===== src/rtl/motor_pkg.sv =====
// Shared types and constants for the motor command path: FSM encoding,
// command width, lane count and the default throttle ceiling.
package motor_pkg;

    localparam int CMD_W       = 10;
    localparam int NUM_MOTORS  = 4;
    localparam int MAX_CMD_DEF = 1000;

    typedef enum logic [1:0] {
        ST_DISARMED = 2'd0,
        ST_ARMING   = 2'd1,
        ST_ARMED    = 2'd2,
        ST_FAILSAFE = 2'd3
    } state_e;

    typedef logic [CMD_W-1:0] cmd_t;

endpackage


===== src/rtl/frame_timer.sv =====
// Free-running frame counter producing a one-cycle strobe every FRAME_CYCLES clocks.
// Not phase-locked to anything; reusable by any frame-rate logic.
module frame_timer #(
    parameter int FRAME_CYCLES = 1000000
) (
    input  logic clk,
    input  logic rst_n,
    output logic frame_tick
);

    localparam int CW = (FRAME_CYCLES > 1) ? $clog2(FRAME_CYCLES) : 1;
    localparam logic [CW-1:0] LAST = CW'(FRAME_CYCLES - 1);

    logic [CW-1:0] cnt_q, cnt_d;

    assign frame_tick = (cnt_q == LAST);
    assign cnt_d      = frame_tick ? '0 : cnt_q + 1'b1;

    // NOTE: state registers use non-blocking assignment so every flop samples pre-edge values.
    always_ff @(posedge clk or negedge rst_n) begin
        if (!rst_n) cnt_q <= '0;
        else        cnt_q <= cnt_d;
    end

endmodule


===== src/rtl/motor_arm_ramp.sv =====
// Command stage for four PWM generators: latches clamped throttle targets, gates
// them through an arming FSM with zero-throttle hold, and slew-limits once per frame.
module motor_arm_ramp
    import motor_pkg::*;
#(
    parameter int FRAME_CYCLES   = 1000000,
    parameter int RAMP_STEP      = 8,
    parameter int MAX_CMD        = MAX_CMD_DEF,
    parameter int ARM_FRAMES     = 50,
    parameter int TIMEOUT_FRAMES = 25
) (
    input  logic                        clk,
    input  logic                        rst_n,
    input  logic                        cmd_valid,
    input  logic [NUM_MOTORS*CMD_W-1:0] throttle_in,
    input  logic                        arm_req,
    input  logic                        disarm_req,
    output logic [CMD_W-1:0]            control_0,
    output logic [CMD_W-1:0]            control_1,
    output logic [CMD_W-1:0]            control_2,
    output logic [CMD_W-1:0]            control_3,
    output logic                        armed,
    output logic [1:0]                  state,
    output logic                        frame_tick
);

    localparam int AW = $clog2(ARM_FRAMES + 1);
    localparam int TW = $clog2(TIMEOUT_FRAMES + 1);
    localparam logic [AW-1:0]           ARM_LAST = AW'(ARM_FRAMES);
    localparam logic [TW-1:0]           TMO_MAX  = TW'(TIMEOUT_FRAMES);
    localparam cmd_t                    MAX_C    = CMD_W'(MAX_CMD);
    localparam cmd_t                    STEP_C   = CMD_W'(RAMP_STEP);
    localparam logic signed [CMD_W:0]   STEP_S   = (CMD_W+1)'(RAMP_STEP);

    state_e  state_q, state_d;
    logic    armed_q;
    logic [AW-1:0] arm_cnt_q, arm_cnt_d;
    logic [TW-1:0] tmo_q, tmo_d;
    logic [NUM_MOTORS-1:0][CMD_W-1:0] tgt_q, tgt_d, ctrl_q, ctrl_d;

    logic zero_out, ramp_en, fs_mode, timeout_trip;
    logic tgt_all_zero, out_all_zero;

    frame_timer #(.FRAME_CYCLES(FRAME_CYCLES)) u_frame_timer (
        .clk       (clk),
        .rst_n     (rst_n),
        .frame_tick(frame_tick)
    );

    // A fresh command always restarts the loss-of-command window, even on a tick.
    assign tmo_d        = cmd_valid ? '0 :
                          (frame_tick && tmo_q != TMO_MAX) ? tmo_q + 1'b1 : tmo_q;
    assign timeout_trip = (tmo_d == TMO_MAX);
    assign tgt_all_zero = (tgt_q == '0);
    assign out_all_zero = (ctrl_q == '0);

    for (genvar g = 0; g < NUM_MOTORS; g++) begin : g_lane
        cmd_t                  raw, eff, ramp;
        logic signed [CMD_W:0] diff;

        assign raw      = throttle_in[g*CMD_W +: CMD_W];
        assign tgt_d[g] = cmd_valid ? ((raw > MAX_C) ? MAX_C : raw) : tgt_q[g];
        assign eff      = fs_mode ? '0 : tgt_q[g];
        assign diff     = $signed({1'b0, eff}) - $signed({1'b0, ctrl_q[g]});

        // Within one step of the target the output snaps to it, so it never overshoots.
        always_comb begin
            if (diff > STEP_S)       ramp = ctrl_q[g] + STEP_C;
            else if (diff < -STEP_S) ramp = ctrl_q[g] - STEP_C;
            else                     ramp = eff;
        end

        assign ctrl_d[g] = zero_out ? '0 : (ramp_en ? ramp : ctrl_q[g]);
    end

    always_comb begin
        // NOTE: every output of this block gets a default first, so no path infers a latch.
        state_d   = state_q;
        arm_cnt_d = arm_cnt_q;
        zero_out  = 1'b0;
        ramp_en   = 1'b0;
        fs_mode   = 1'b0;
        case (state_q)
            ST_DISARMED: begin
                zero_out = 1'b1;
                if (arm_req && tgt_all_zero) begin
                    state_d   = ST_ARMING;
                    arm_cnt_d = '0;
                end
            end
            ST_ARMING: begin
                zero_out = 1'b1;
                if (!tgt_all_zero || disarm_req) begin
                    state_d = ST_DISARMED;
                end else if (frame_tick) begin
                    arm_cnt_d = arm_cnt_q + 1'b1;
                    if (arm_cnt_d == ARM_LAST) state_d = ST_ARMED;
                end
            end
            ST_ARMED: begin
                if (disarm_req) begin
                    state_d  = ST_DISARMED;
                    zero_out = 1'b1;
                end else if (timeout_trip) begin
                    state_d = ST_FAILSAFE;
                    fs_mode = 1'b1;
                    ramp_en = frame_tick;
                end else begin
                    ramp_en = frame_tick;
                end
            end
            ST_FAILSAFE: begin
                fs_mode = 1'b1;
                if (disarm_req) begin
                    state_d  = ST_DISARMED;
                    zero_out = 1'b1;
                end else if (out_all_zero) begin
                    state_d = ST_DISARMED;
                end else begin
                    ramp_en = frame_tick;
                end
            end
            default: state_d = ST_DISARMED;
        endcase
    end

    always_ff @(posedge clk or negedge rst_n) begin
        if (!rst_n) begin
            state_q   <= ST_DISARMED;
            armed_q   <= 1'b0;
            arm_cnt_q <= '0;
            tmo_q     <= '0;
            tgt_q     <= '0;
            ctrl_q    <= '0;
        end else begin
            state_q   <= state_d;
            armed_q   <= (state_d == ST_ARMED);
            arm_cnt_q <= arm_cnt_d;
            tmo_q     <= tmo_d;
            tgt_q     <= tgt_d;
            ctrl_q    <= ctrl_d;
        end
    end

    assign control_0 = ctrl_q[0];
    assign control_1 = ctrl_q[1];
    assign control_2 = ctrl_q[2];
    assign control_3 = ctrl_q[3];
    assign armed     = armed_q;
    assign state     = state_q;

endmodule


===== config.mk =====
export PLATFORM = sky130hd
export DESIGN_NAME = motor_arm_ramp
export DESIGN_NICKNAME = d
export VERILOG_FILES = /design/src/rtl/motor_pkg.sv /design/src/rtl/frame_timer.sv /design/src/rtl/motor_arm_ramp.sv
export SDC_FILE = /design/constraint.sdc
export NUM_CORES = 1
export LEC_CHECK = 0
export ABC_AREA = 0
export CAP_MARGIN = 10
export CORE_ASPECT_RATIO = 0.9
export CORE_MARGIN = 2
export CORE_UTILIZATION = 60
export CTS_CLUSTER_DIAMETER = 150
export DETAILED_ROUTE_END_ITERATION = 8
export GPL_TIMING_DRIVEN = 0
export PLACE_DENSITY = 0.83
export RECOVER_POWER = 100
export SLEW_MARGIN = 20
export SYNTH_ARGS = -nofsm -noshare
export SYNTH_HDL_FRONTEND = slang
export SYNTH_SLANG_ARGS = --single-unit

===== constraint.sdc =====
create_clock -name clk -period 14.45 [get_ports clk]
set_clock_uncertainty 0.1 [all_clocks]
set_input_delay 2.1675 -clock clk [delete_from_list [all_inputs] [get_ports clk]]
set_output_delay 2.1675 -clock clk [all_outputs]
set_load 0.005 [all_outputs]

# After elaboration in Yosys (flattened, before gate mapping)
# Cells that the tools add are included.
[totals]
register_bits = 114
inputBits = 45
output_inout_bits = 44
wordCells = 112
[classes]
n_addsub = 15
order_cmp = 12
eq_ne = 11
muxes = 49
reduce_logical = 12
[op_table]
columns = ["cell", "n"]
rows = [
  ["10-bit 2-to-1 mux", 24],
  ["40-bit logical NOT", 2],
  ["11-bit by 5-bit greater-than comparator with 1-bit output, second input constant", 4],
  ["11-bit by 4-bit less-than comparator with 1-bit output, second input constant", 4],
  ["10-bit by 10-bit subtractor with 11-bit output", 4],
  ["10-bit by 4-bit adder with 10-bit output, second input constant", 4],
  ["10-bit greater-than comparator, second input constant", 4],
  ["10-bit by 4-bit subtractor with 10-bit output, second input constant", 4],
  ["20-bit by 1-bit adder with 20-bit output, second input constant", 1],
  ["20-bit equality test, second input constant", 1],
  ["20-bit 2-to-1 mux", 1],
  ["6-bit 2-to-1 mux", 3],
  ["2-bit 2-to-1 mux", 8],
  ["6-bit case mux with 2 select lines", 1],
  ["5-bit 2-to-1 mux", 2],
  ["2-bit case mux with 4 select lines", 1],
  ["6-bit by 1-bit adder with 6-bit output, second input constant", 1],
  ["2-bit equality test, second input constant", 3],
  ["6-bit equality test, second input constant", 1],
  ["1-bit 2-to-1 mux", 6],
  ["2-bit inequality test, second input constant", 3],
  ["1-bit case mux with 2 select lines", 3],
  ["5-bit by 1-bit adder with 5-bit output, second input constant", 1],
  ["5-bit equality test, second input constant", 1],
  ["9 further kinds", 12],
]

# Longest topological paths before layout
[logic_depth]
depth_word = 15
ltp_mapped = 22
ltp_nobuf = 19

# Hierarchy
# A second synthesis with hierarchy kept.
[hier_totals]
hier_cells = 1071
area_unflattened_um2 = 9107.5
[by_module_without_submodules]
columns = ["module", "n_inst", "cells_per_inst", "area_per_inst_um2", "seq_area_each_um2"]
rows = [
  ["motor_arm_ramp", 1, 974, 8061.5, 2352.3],
  ["frame_timer", 1, 97, 1046.0, 500.5],
]

# Worst setup path before layout
# Ideal clock, no wire load.
[synth_path]
path_type = "in2reg"
start = "in disarm_req"
end = "reg ctrl_q (netlist bit control_3[5])"
setup_time_ps = 143
arrival_time_ps = 5690
t_required_ps = 14207
path_slack_ps = 8517
cell_stages = 18
path_buffers = 3
path_cell_list = "nor2b_1 -> nand2_1 -> a221oi_2 -> a32oi_4 -> clkbuf_1 -> buf_2 -> and2_1 -> ha_1 -> o21a_1 -> o31a_1 -> o221a_2 -> or3_4 -> a221oi_4 -> a31oi_1 -> buf_2 -> a21oi_1 -> a2bb2oi_1 -> a221oi_1"
[synth_between]
elab_chain_cells = 9
elab_cells_between_ends = 16
classes_between = "1 x add/sub; 2 x order compare; 12 x mux; 1 x reduce/logical"
[synth_lines]
columns = ["item", "line_no", "rtl"]
rows = [
  ["start, declared", "motor_arm_ramp.sv:17", "input logic disarm_req,"],
  ["1-bit 2-to-1 mux", "motor_arm_ramp.sv:101", "if (disarm_req) begin"],
  ["1-bit case mux with 2 select lines", "motor_arm_ramp.sv:83", "case (state_q)"],
  ["10-bit 2-to-1 mux", "motor_arm_ramp.sv:63", "assign eff = fs_mode ? '0 : tgt_q[g];"],
  ["10-bit by 10-bit subtractor with 11-bit output", "motor_arm_ramp.sv:64", "assign diff = $signed({1'b0, eff}) - $signed({1'b0, ctrl_q[g]});"],
  ["11-bit by 4-bit less-than comparator with 1-bit output", "motor_arm_ramp.sv:69", "else if (diff < -STEP_S) ramp = ctrl_q[g] - STEP_C;"],
  ["10-bit 2-to-1 mux", "motor_arm_ramp.sv:69", ""],
  ["10-bit 2-to-1 mux", "motor_arm_ramp.sv:68", "if (diff > STEP_S) ramp = ctrl_q[g] + STEP_C;"],
  ["10-bit 2-to-1 mux (2 in series)", "motor_arm_ramp.sv:73", "assign ctrl_d[g] = zero_out ? '0 : (ramp_en ? ramp : ctrl_q[g]);"],
  ["end signal, assigned", "motor_arm_ramp.sv:141", "ctrl_q <= ctrl_d;"],
  ["end, declared", "motor_arm_ramp.sv:39", "logic [NUM_MOTORS-1:0][CMD_W-1:0] tgt_q, tgt_d, ctrl_q, ctrl_d;"],
]
# Parallel ways exist; a longest one is shown, timed or not. The select of a mux whose other input is x is not followed.
# A chain may end at the register's enable or synchronous reset.

# Worst setup path after layout
[layout_path]
start = "in disarm_req"
end = "reg ctrl_q (netlist bit control_2[1])"
# The elaborated chain is that of the path after synthesis.

==> run_results.csv <==
group,metric,value,unit
synthesis,ys_async_sr_fraction,100,%
synthesis,yosysWarningCount,0,
clock_network,cts_tree,"done",
route,routed_wl,25900,µm
synthesis,synth_nets,1136,
synthesis,synth_edf_count,0,
route,routedWlPerCell,19.2,µm
setup_path,required,14690,ps
place,dp_hpwl,19100,µm
sta,maxSlewHeadroom,-154,%
clock_network,clock-sinks,114,
worst_hold_path,min-delay-path-class,"flop to flop",
clock_network,clock_latency,430,ps
global_routing,grt_pass1_vias,8292,
synthesis,synth_area_leaders,"dfrtp_1 32%, ha_1 7.5%, o21ai_0 4.1%",
finish,nNetsFinal,1243,
clock_network,post_cts_buffers,0,
setup_path,worstSetupStartpointType,"input port",
sta,post-route-period-util,56.1,%
sta,tightestPinTransition,3810,ps
floorplan,initial_core_util,60.8,%
global_routing,grt_util_met3,7.28,%
finish,syn2layout_area_growth,18.7,%
global_routing,grt_max_degree,72,
clock_network,cts.path.max_buffers,2,
synthesis,synth_top_area_cell,"dfrtp_1",
finish,stdcell_count,1351,
power_and_ir_drop,power.leakage,4.48,nW
synthesis,syn_avg_cell_area,8.56,µm²
place,place_congestion,0.951,
sta,fmax,0.123,GHz
job,maxCapViolCount,2,
clock_network,clk_pin_slew,60,ps
route,drt_iter0_markers,786,
synthesis,synth_top_area_share,32.2,%
clock_network,cts_buffers,17,
clock_network,h-tree-depth,4,
sta,fin_crit,8110,ps
setup_path,cp_max_fo,10,
setup_path,crit_end,"control_2[1]$_DFFE_PN0P_",
sta,fin_setup_tns,0,ps
power_and_ir_drop,power_density,92.6,nW/µm²
synthesis,ys_ff_latch,114,
synthesis,syn_area,8850,µm²
run_status,outcome,"finished, violations left",
setup_path,reg2reg_depth,21,
power_and_ir_drop,ir_drop,0.109,mV
global_routing,met2_usage,53.1,%
synthesis,ys_top_cells_by_count,"114 x dfrtp_1, 85 x inv_1, 73 x o21ai_0",
synthesis,yosys.cell_types.count,84,
global_routing,grt_pass1_wl,41700,µm
finish,drive_gt1_share,6.33,%
global_routing,antenna_found_initial,0,
place,dp_cells,1320,
global_routing,met1_usage,43.4,%
power_and_ir_drop,total_power,0.974,mW
setup_path,arrival,8340,ps
setup_path,rr_startpoint,"u_frame_timer.cnt_q[0]$_DFF_PN0_",
synthesis,ys_seq_area_share,32.2,%
global_routing,overflow,0,
clock_network,ctsResizeCount,0,
floorplan,die_w,132,µm
floorplan,die-area,15700,µm²
place,portBuffers,87,
setup_path,ff2ff_setup_slack,7640,ps
sta,finalHoldViolCount,0,
sta,grt_setup_unrepaired,"false",
floorplan,die_h,119,µm
floorplan,num_rows,42,
clock_network,postCtsHoldBufs,0,
route,routed_via_density,6.47,
synthesis,synth-main-ff-cell,"dfrtp_1",
finish,n_antenna_cell,0,
setup_path,endpoint_kind,"flop",
sta,finalSetupViolCount,0,
route,post-route-drc-count,0,
route,firstDrtPassIters,7,
setup_path,r2r_end,"control_2[1]$_DFFE_PN0P_",
global_routing,grt_util_all_layers,33.4,%
sta,slew_violations,117,
floorplan,core,14600,µm²
run_status,failed_checks,"max-capacitance violations, max-slew violations",
route,vias,8737,
synthesis,syn_inst,1034,
global_routing,grt-busiest-layer,"met2",
route,ant_nets,0,
setup_path,path_class,"input port to flop",
synthesis,yosysMostFrequentCell,"dfrtp_1",
clock_network,clock-root-buffer,"clkbuf_16",
setup_path,setup.worst_path.start,"disarm_req",
floorplan,num_io_pins,89,
-- layer usage --
| layer | part of all wire (%) | routed length, µm | vias to the layer above |
|---|---|---|---|
| met5 | 0 | 0 | - |
| met4 | 3.9 | 1020 | 0 |
| met3 | 8.9 | 2310 | 97 |
| met2 | 47 | 12100 | 482 |
| met1 | 41 | 10500 | 4149 |
| li1 | - | - | 4009 |
-- power breakdown --
| part | internal [mW] | switching [mW] |
|---|---|---|
| logic | 0.0822 | 0.114 |
| clock network | 0.275 | 0.159 |
| registers | 0.332 | 0.0118 |
-- worst min-delay path by stage --
stage,start,to,slack [ps],cells after the start
floorplan,u_frame_timer.cnt_q[15]$_DFF_PN0_,u_frame_timer.cnt_q[15]$_DFF_PN0_,350,1
global route,u_frame_timer.cnt_q[0]$_DFF_PN0_,u_frame_timer.cnt_q[0]$_DFF_PN0_,420,1
detailed placement,u_frame_timer.cnt_q[15]$_DFF_PN0_,u_frame_timer.cnt_q[15]$_DFF_PN0_,380,1
finish,u_frame_timer.cnt_q[15]$_DFF_PN0_,u_frame_timer.cnt_q[15]$_DFF_PN0_,380,1
global placement,u_frame_timer.cnt_q[0]$_DFF_PN0_,u_frame_timer.cnt_q[0]$_DFF_PN0_,370,1
CTS,u_frame_timer.cnt_q[15]$_DFF_PN0_,u_frame_timer.cnt_q[15]$_DFF_PN0_,390,1
-- sequential cells by signal, indices dropped and copies added, names as in the netlist --
register             count
state                    2
u_frame_timer.cnt_q     20
control_3               10
tgt_q                   40
arm_cnt_q                6
tmo_q                    5
control_2               10
control_1               10
control_0               10
armed                    1
-- worst max-delay path: stages --
cell,delay (ps)
dlygate4sd3_1,610
nor2b_1,210
nand2_1,130
a221oi_1,80
a32oi_1,880
clkbuf_1,450
clkbuf_1,580
nand2_1,140
ha_1,250
fa_1,410
nor2b_1,190
o211ai_1,170
nor4b_1,190
a2111oi_0,600
nor3_1,140
o211ai_1,150
nand2_1,330
and3_1,300
clkbuf_1,160
mux2i_1,210
-- logic make-up after synthesis --
group                      after synthesis  share of synthesized area (%)
and+or+nand+nor                        379                           23.0
DFF                                    114                           32.2
xor gates and xnor gates                54                           5.43
muxes                                   43                           5.17
AOI/OAI and AO/OA                      267                           20.6
buffers and inverters                  120                           5.16
adders and majority gates               57                           8.39
-- metrics by stage --
step / setup slack (ps) / hold WS (ps) / instance area [µm²] / util, %
finish: 6340 / 384 / 10500 / 72.2
global route: 5910 / 418 / 10500 / 72.2
CTS: 7310 / 391 / 10600 / 72.8
detailed placement: 6930 / 379 / 10000 / 68.7
global placement: 6670 / 375 / 9970 / 68.5
floorplan: 8520 / 353 / 8850 / -
-- area by class of cell --
cell class                      count  area, µm²
Clock inverter                     12        158
Inverter                           85        319
Fill cell                        1113       4040
Timing Repair Buffer               88        868
Multi-Input combinational cell    800       5490
Sequential cell                   114       2850
Tap cell                          198        248
Buffer                             35        134
Clock buffer                       19        443
-- placed cells by master (no fill, tap or decap), drive strengths merged, types with 10 or more instances in the layout --
| cell type | count |
|---|---|
| dfrtp | 114 |
| nor4 | 21 |
| inv | 87 |
| a31oi | 12 |
| or3 | 17 |
| o211ai | 13 |
| nand3 | 62 |
| and2 | 37 |
| a21oi | 49 |
| clkbuf | 53 |
| o31ai | 10 |
| nand2b | 10 |
| nand2 | 65 |
| xor2 | 24 |
| mux2i | 21 |
| o22ai | 18 |
| xnor2 | 30 |
| nor2 | 54 |
| mux2 | 22 |
| clkdlybuf4s50 | 38 |
| ha | 53 |
| dlygate4sd3 | 48 |
| o21ai | 78 |
| nand4 | 21 |
| o21a | 22 |
| nor3 | 25 |
| and3 | 22 |
| nor2b | 17 |
Power figures use the tool's default switching activity.
==> patch: new RTL, config.mk and constraints unchanged <==
Register the inputs `cmd_valid`, `throttle_in`, `arm_req` and `disarm_req` before use. The logic sees them one clock later.
--- a/src/rtl/motor_arm_ramp.sv
+++ b/src/rtl/motor_arm_ramp.sv
@@ -32,6 +32,18 @@
     localparam cmd_t                    STEP_C   = CMD_W'(RAMP_STEP);
     localparam logic signed [CMD_W:0]   STEP_S   = (CMD_W+1)'(RAMP_STEP);
 
+    logic cmd_valid_q;
+    logic [NUM_MOTORS*CMD_W-1:0] throttle_q;
+    logic arm_req_q;
+    logic disarm_req_q;
+
+    always_ff @(posedge clk) begin
+        cmd_valid_q  <= cmd_valid;
+        throttle_q   <= throttle_in;
+        arm_req_q    <= arm_req;
+        disarm_req_q <= disarm_req;
+    end
+
     state_e  state_q, state_d;
     logic    armed_q;
     logic [AW-1:0] arm_cnt_q, arm_cnt_d;
@@ -48,7 +60,7 @@
     );
 
     // A fresh command always restarts the loss-of-command window, even on a tick.
-    assign tmo_d        = cmd_valid ? '0 :
+    assign tmo_d        = cmd_valid_q ? '0 :
                           (frame_tick && tmo_q != TMO_MAX) ? tmo_q + 1'b1 : tmo_q;
     assign timeout_trip = (tmo_d == TMO_MAX);
     assign tgt_all_zero = (tgt_q == '0);
@@ -58,8 +70,8 @@
         cmd_t                  raw, eff, ramp;
         logic signed [CMD_W:0] diff;
 
-        assign raw      = throttle_in[g*CMD_W +: CMD_W];
-        assign tgt_d[g] = cmd_valid ? ((raw > MAX_C) ? MAX_C : raw) : tgt_q[g];
+        assign raw      = throttle_q[g*CMD_W +: CMD_W];
+        assign tgt_d[g] = cmd_valid_q ? ((raw > MAX_C) ? MAX_C : raw) : tgt_q[g];
         assign eff      = fs_mode ? '0 : tgt_q[g];
         assign diff     = $signed({1'b0, eff}) - $signed({1'b0, ctrl_q[g]});
 
@@ -83,14 +95,14 @@
         case (state_q)
             ST_DISARMED: begin
                 zero_out = 1'b1;
-                if (arm_req && tgt_all_zero) begin
+                if (arm_req_q && tgt_all_zero) begin
                     state_d   = ST_ARMING;
                     arm_cnt_d = '0;
                 end
             end
             ST_ARMING: begin
                 zero_out = 1'b1;
-                if (!tgt_all_zero || disarm_req) begin
+                if (!tgt_all_zero || disarm_req_q) begin
                     state_d = ST_DISARMED;
                 end else if (frame_tick) begin
                     arm_cnt_d = arm_cnt_q + 1'b1;
@@ -98,7 +110,7 @@
                 end
             end
             ST_ARMED: begin
-                if (disarm_req) begin
+                if (disarm_req_q) begin
                     state_d  = ST_DISARMED;
                     zero_out = 1'b1;
                 end else if (timeout_trip) begin
@@ -111,7 +123,7 @@
             end
             ST_FAILSAFE: begin
                 fs_mode = 1'b1;
-                if (disarm_req) begin
+                if (disarm_req_q) begin
                     state_d  = ST_DISARMED;
                     zero_out = 1'b1;
                 end else if (out_all_zero) begin
Function: changed (a bounded check fails within 4 cycles, from zero or initial values and one cycle with rst_n low).
==> patch against the unedited design <==
  * The flow still finishes with violations (capacitance limit, slew limit)
  * Global-route usage decreased by 1.3 points
  * Utilization increased by 0.069 points
  * Count of clock-buffer cells in the layout decreased by 2
  * Setup slack improved by 0.99 ns
  * Wire length increased by 5.9%
  * Register-to-register slack got worse by 0.19 ns
  * Area after synthesis increased by 13%
  * Sequential cell count increased by 43
  * Cell area increased by 12%
  * Die area increased by 13%
  * Total power increased by 14%
  * First-iteration DRC count decreased by 4.6%
  * Critical path type is now input pin to asynchronous set/reset pin
  * Critical endpoint is now control_0[5]$_DFFE_PN0P_
==> patch: results (changes against the unedited design) <==
| Metric | Value |
|---|---|
| Post-DP Area | 0.01119 mm2 (+12%) |
| Reg clk slew, reported paths | roughly 0.070 ns |
| Ys flop type | dfrtp_1 |
| Placed cell count | 1427 (+8.1%) |
| Pin count of the biggest net entering global routing | 70 (-2.8%) |
| Antenna Cells | 0 (unchanged) |
| Top cells by area, synth | dfrtp_1 28%, dfxtp_1 8.6%, ha_1 6.6% |
| CTS HTree Levels | 4 (unchanged) |
| Synth top cells by count | 114 x dfrtp_1, 84 x inv_1, 75 x nand3_1, 73 x nand2_1, 54 x nor2_1 |
| Clk root buf | clkbuf_16 |
| Final Max Slew Viols | 117 (unchanged) |
| Final non-filler cell total | 1459 (+8.0%) |
| CP max stage cell | clkbuf_1 |
| Crit path DAT | 6.70 ns (-1.64 ns) |
| LEAKAGE | 4.980 nW (+11%) |
| Antenna violations before repair | 0 (unchanged) |
| Synth cell types | 74 (-12%) |
| First-pass GRT wire length | 45.56 mm (+9.2%) |
| Critical Path Max Stage Delay | 2.73 ns (+1.85 ns) |
| Finish-stage setup viols | 0 (unchanged) |
| Drt total wl | 27.48 mm (+5.9%) |
| RePlAce Congestion | 0.9549 (+0.38%) |
| DR vias | 9319 (+6.7%) |
| DPL Wire Length | 20.41 mm (+6.6%) |
| Critical Path Source Type | input pin |
| TritonRoute pass-1 iters | 6 (-1) |
| Post-Place Setup Slack | 8.039 ns (+1.105 ns) |
| Design Area, Final | 0.01174 mm2 (+12%) |
| Synth warn | 0 (unchanged) |
| Layout Nets | 1341 (+7.9%) |
| HP Class | flip-flop to flip-flop |
| Antenna viol nets, final | 0 (unchanged) |
| Synthesized Nets | 1233 (+8.5%) |
| Failing checks | capacitance limit, slew limit |
| Outcome | finished, violations left |
| Clk buf depth | 2 (unchanged) |
| Async SR Flop Fraction | 72.61% (-27 points) |
| Crit Path Max Fanout | 69 (+59) |
| Number of global-route vias before repair | 8826 (+6.4%) |
| Post-CTS setup buffer count | 0 (unchanged) |
| Post-CTS Resized | 0 (unchanged) |
| Ratio of cells with drive above 1 in the final layout | 5.511% (-0.82 points) |
| CP top delay family | buffers and inverters |
| Worst slew pin tran | 3.751 ns (-0.05487 ns) |
| Fillers | 1269 (+14%) |
| DR iter-0 viols | 750 (-4.6%) |
| Tot GR Track Use | 32.16% (-1.3 points) |
| Register area share after synthesis | 37.04% (+4.8 points) |
| Maxcap violations | 2 (unchanged) |
| Clk Latency, worst-skew pair | 0.44 ns |
| Synth Instances | 1131 (+9.4%) |
| CTS buffer count | 17 (unchanged) |
| Largest regs | tgt_q x40, throttle_q x40, u_frame_timer.cnt_q x20 |
| VDD IR-drop max | 90.79 uV (-17%) |
| Port buffer count | 88 (+1.1%) |
[patch: cell types whose count changed after synthesis, moves of 12 or more]
cell      before  now
dfxtp_1        0   43
o21a_1        22   10
nand3_1       62   75
o21ai_0       73   52
nor4_1        20   37
o211ai_1      13   33
[patch: worst paths after layout]
path	slack, ns	start	cells after the start	endpoint
min in group asynchronous	2.39	rst_n	1	u_frame_timer.cnt_q[18]$_DFF_PN0_
worst min register to register	0.37	throttle_q[11]$_DFF_P_	2	tgt_q[11]$_DFFE_PN0P_
max in group clk	7.45	u_frame_timer.cnt_q[6]$_DFF_PN0_	18	control_2[8]$_DFFE_PN0P_
worst min-delay path	0.37	throttle_q[11]$_DFF_P_	2	tgt_q[11]$_DFFE_PN0P_
worst max-delay path	7.33	rst_n	2	control_0[5]$_DFFE_PN0P_
worst max register to register	7.45	u_frame_timer.cnt_q[6]$_DFF_PN0_	18	control_2[8]$_DFFE_PN0P_
[patch: kinds of logic after synthesis]
logic type / Yosys count / synth area share (%)
xor+xnor: 56 / 4.893
compound gates: 251 / 16.94
fa+ha+maj: 57 / 7.414
flops: 157 / 37.04
mux: 54 / 5.679
simple gates: 429 / 23.05
buf+inv: 127 / 4.980
[patch: area by class of cell]
type / instances / area share [%]
plain buffers: 43 / 1.535
clock buffers: 17 / 3.624
clock inverters: 15 / 1.449
inverters: 84 / 2.686
multi-input cells: 847 / 49.39
flip-flops and latches: 157 / 31.63
well taps: 207 / 2.206
repair buffers: 89 / 7.482
[patch: power by group]
| group | switching [mW] | internal (mW) |
|---|---|---|
| Sequential | 0.0150 | 0.455 |
| Combinational | 0.113 | 0.0803 |
| Clock | 0.214 | 0.233 |
[patch: routing by layer]
metal / track usage, % / routed length, um
met1: 44.39 / 11760
met2: 50.12 / 12490
met3: 7.248 / 2468
met4: 11.71 / 766
met5: 0 / 0
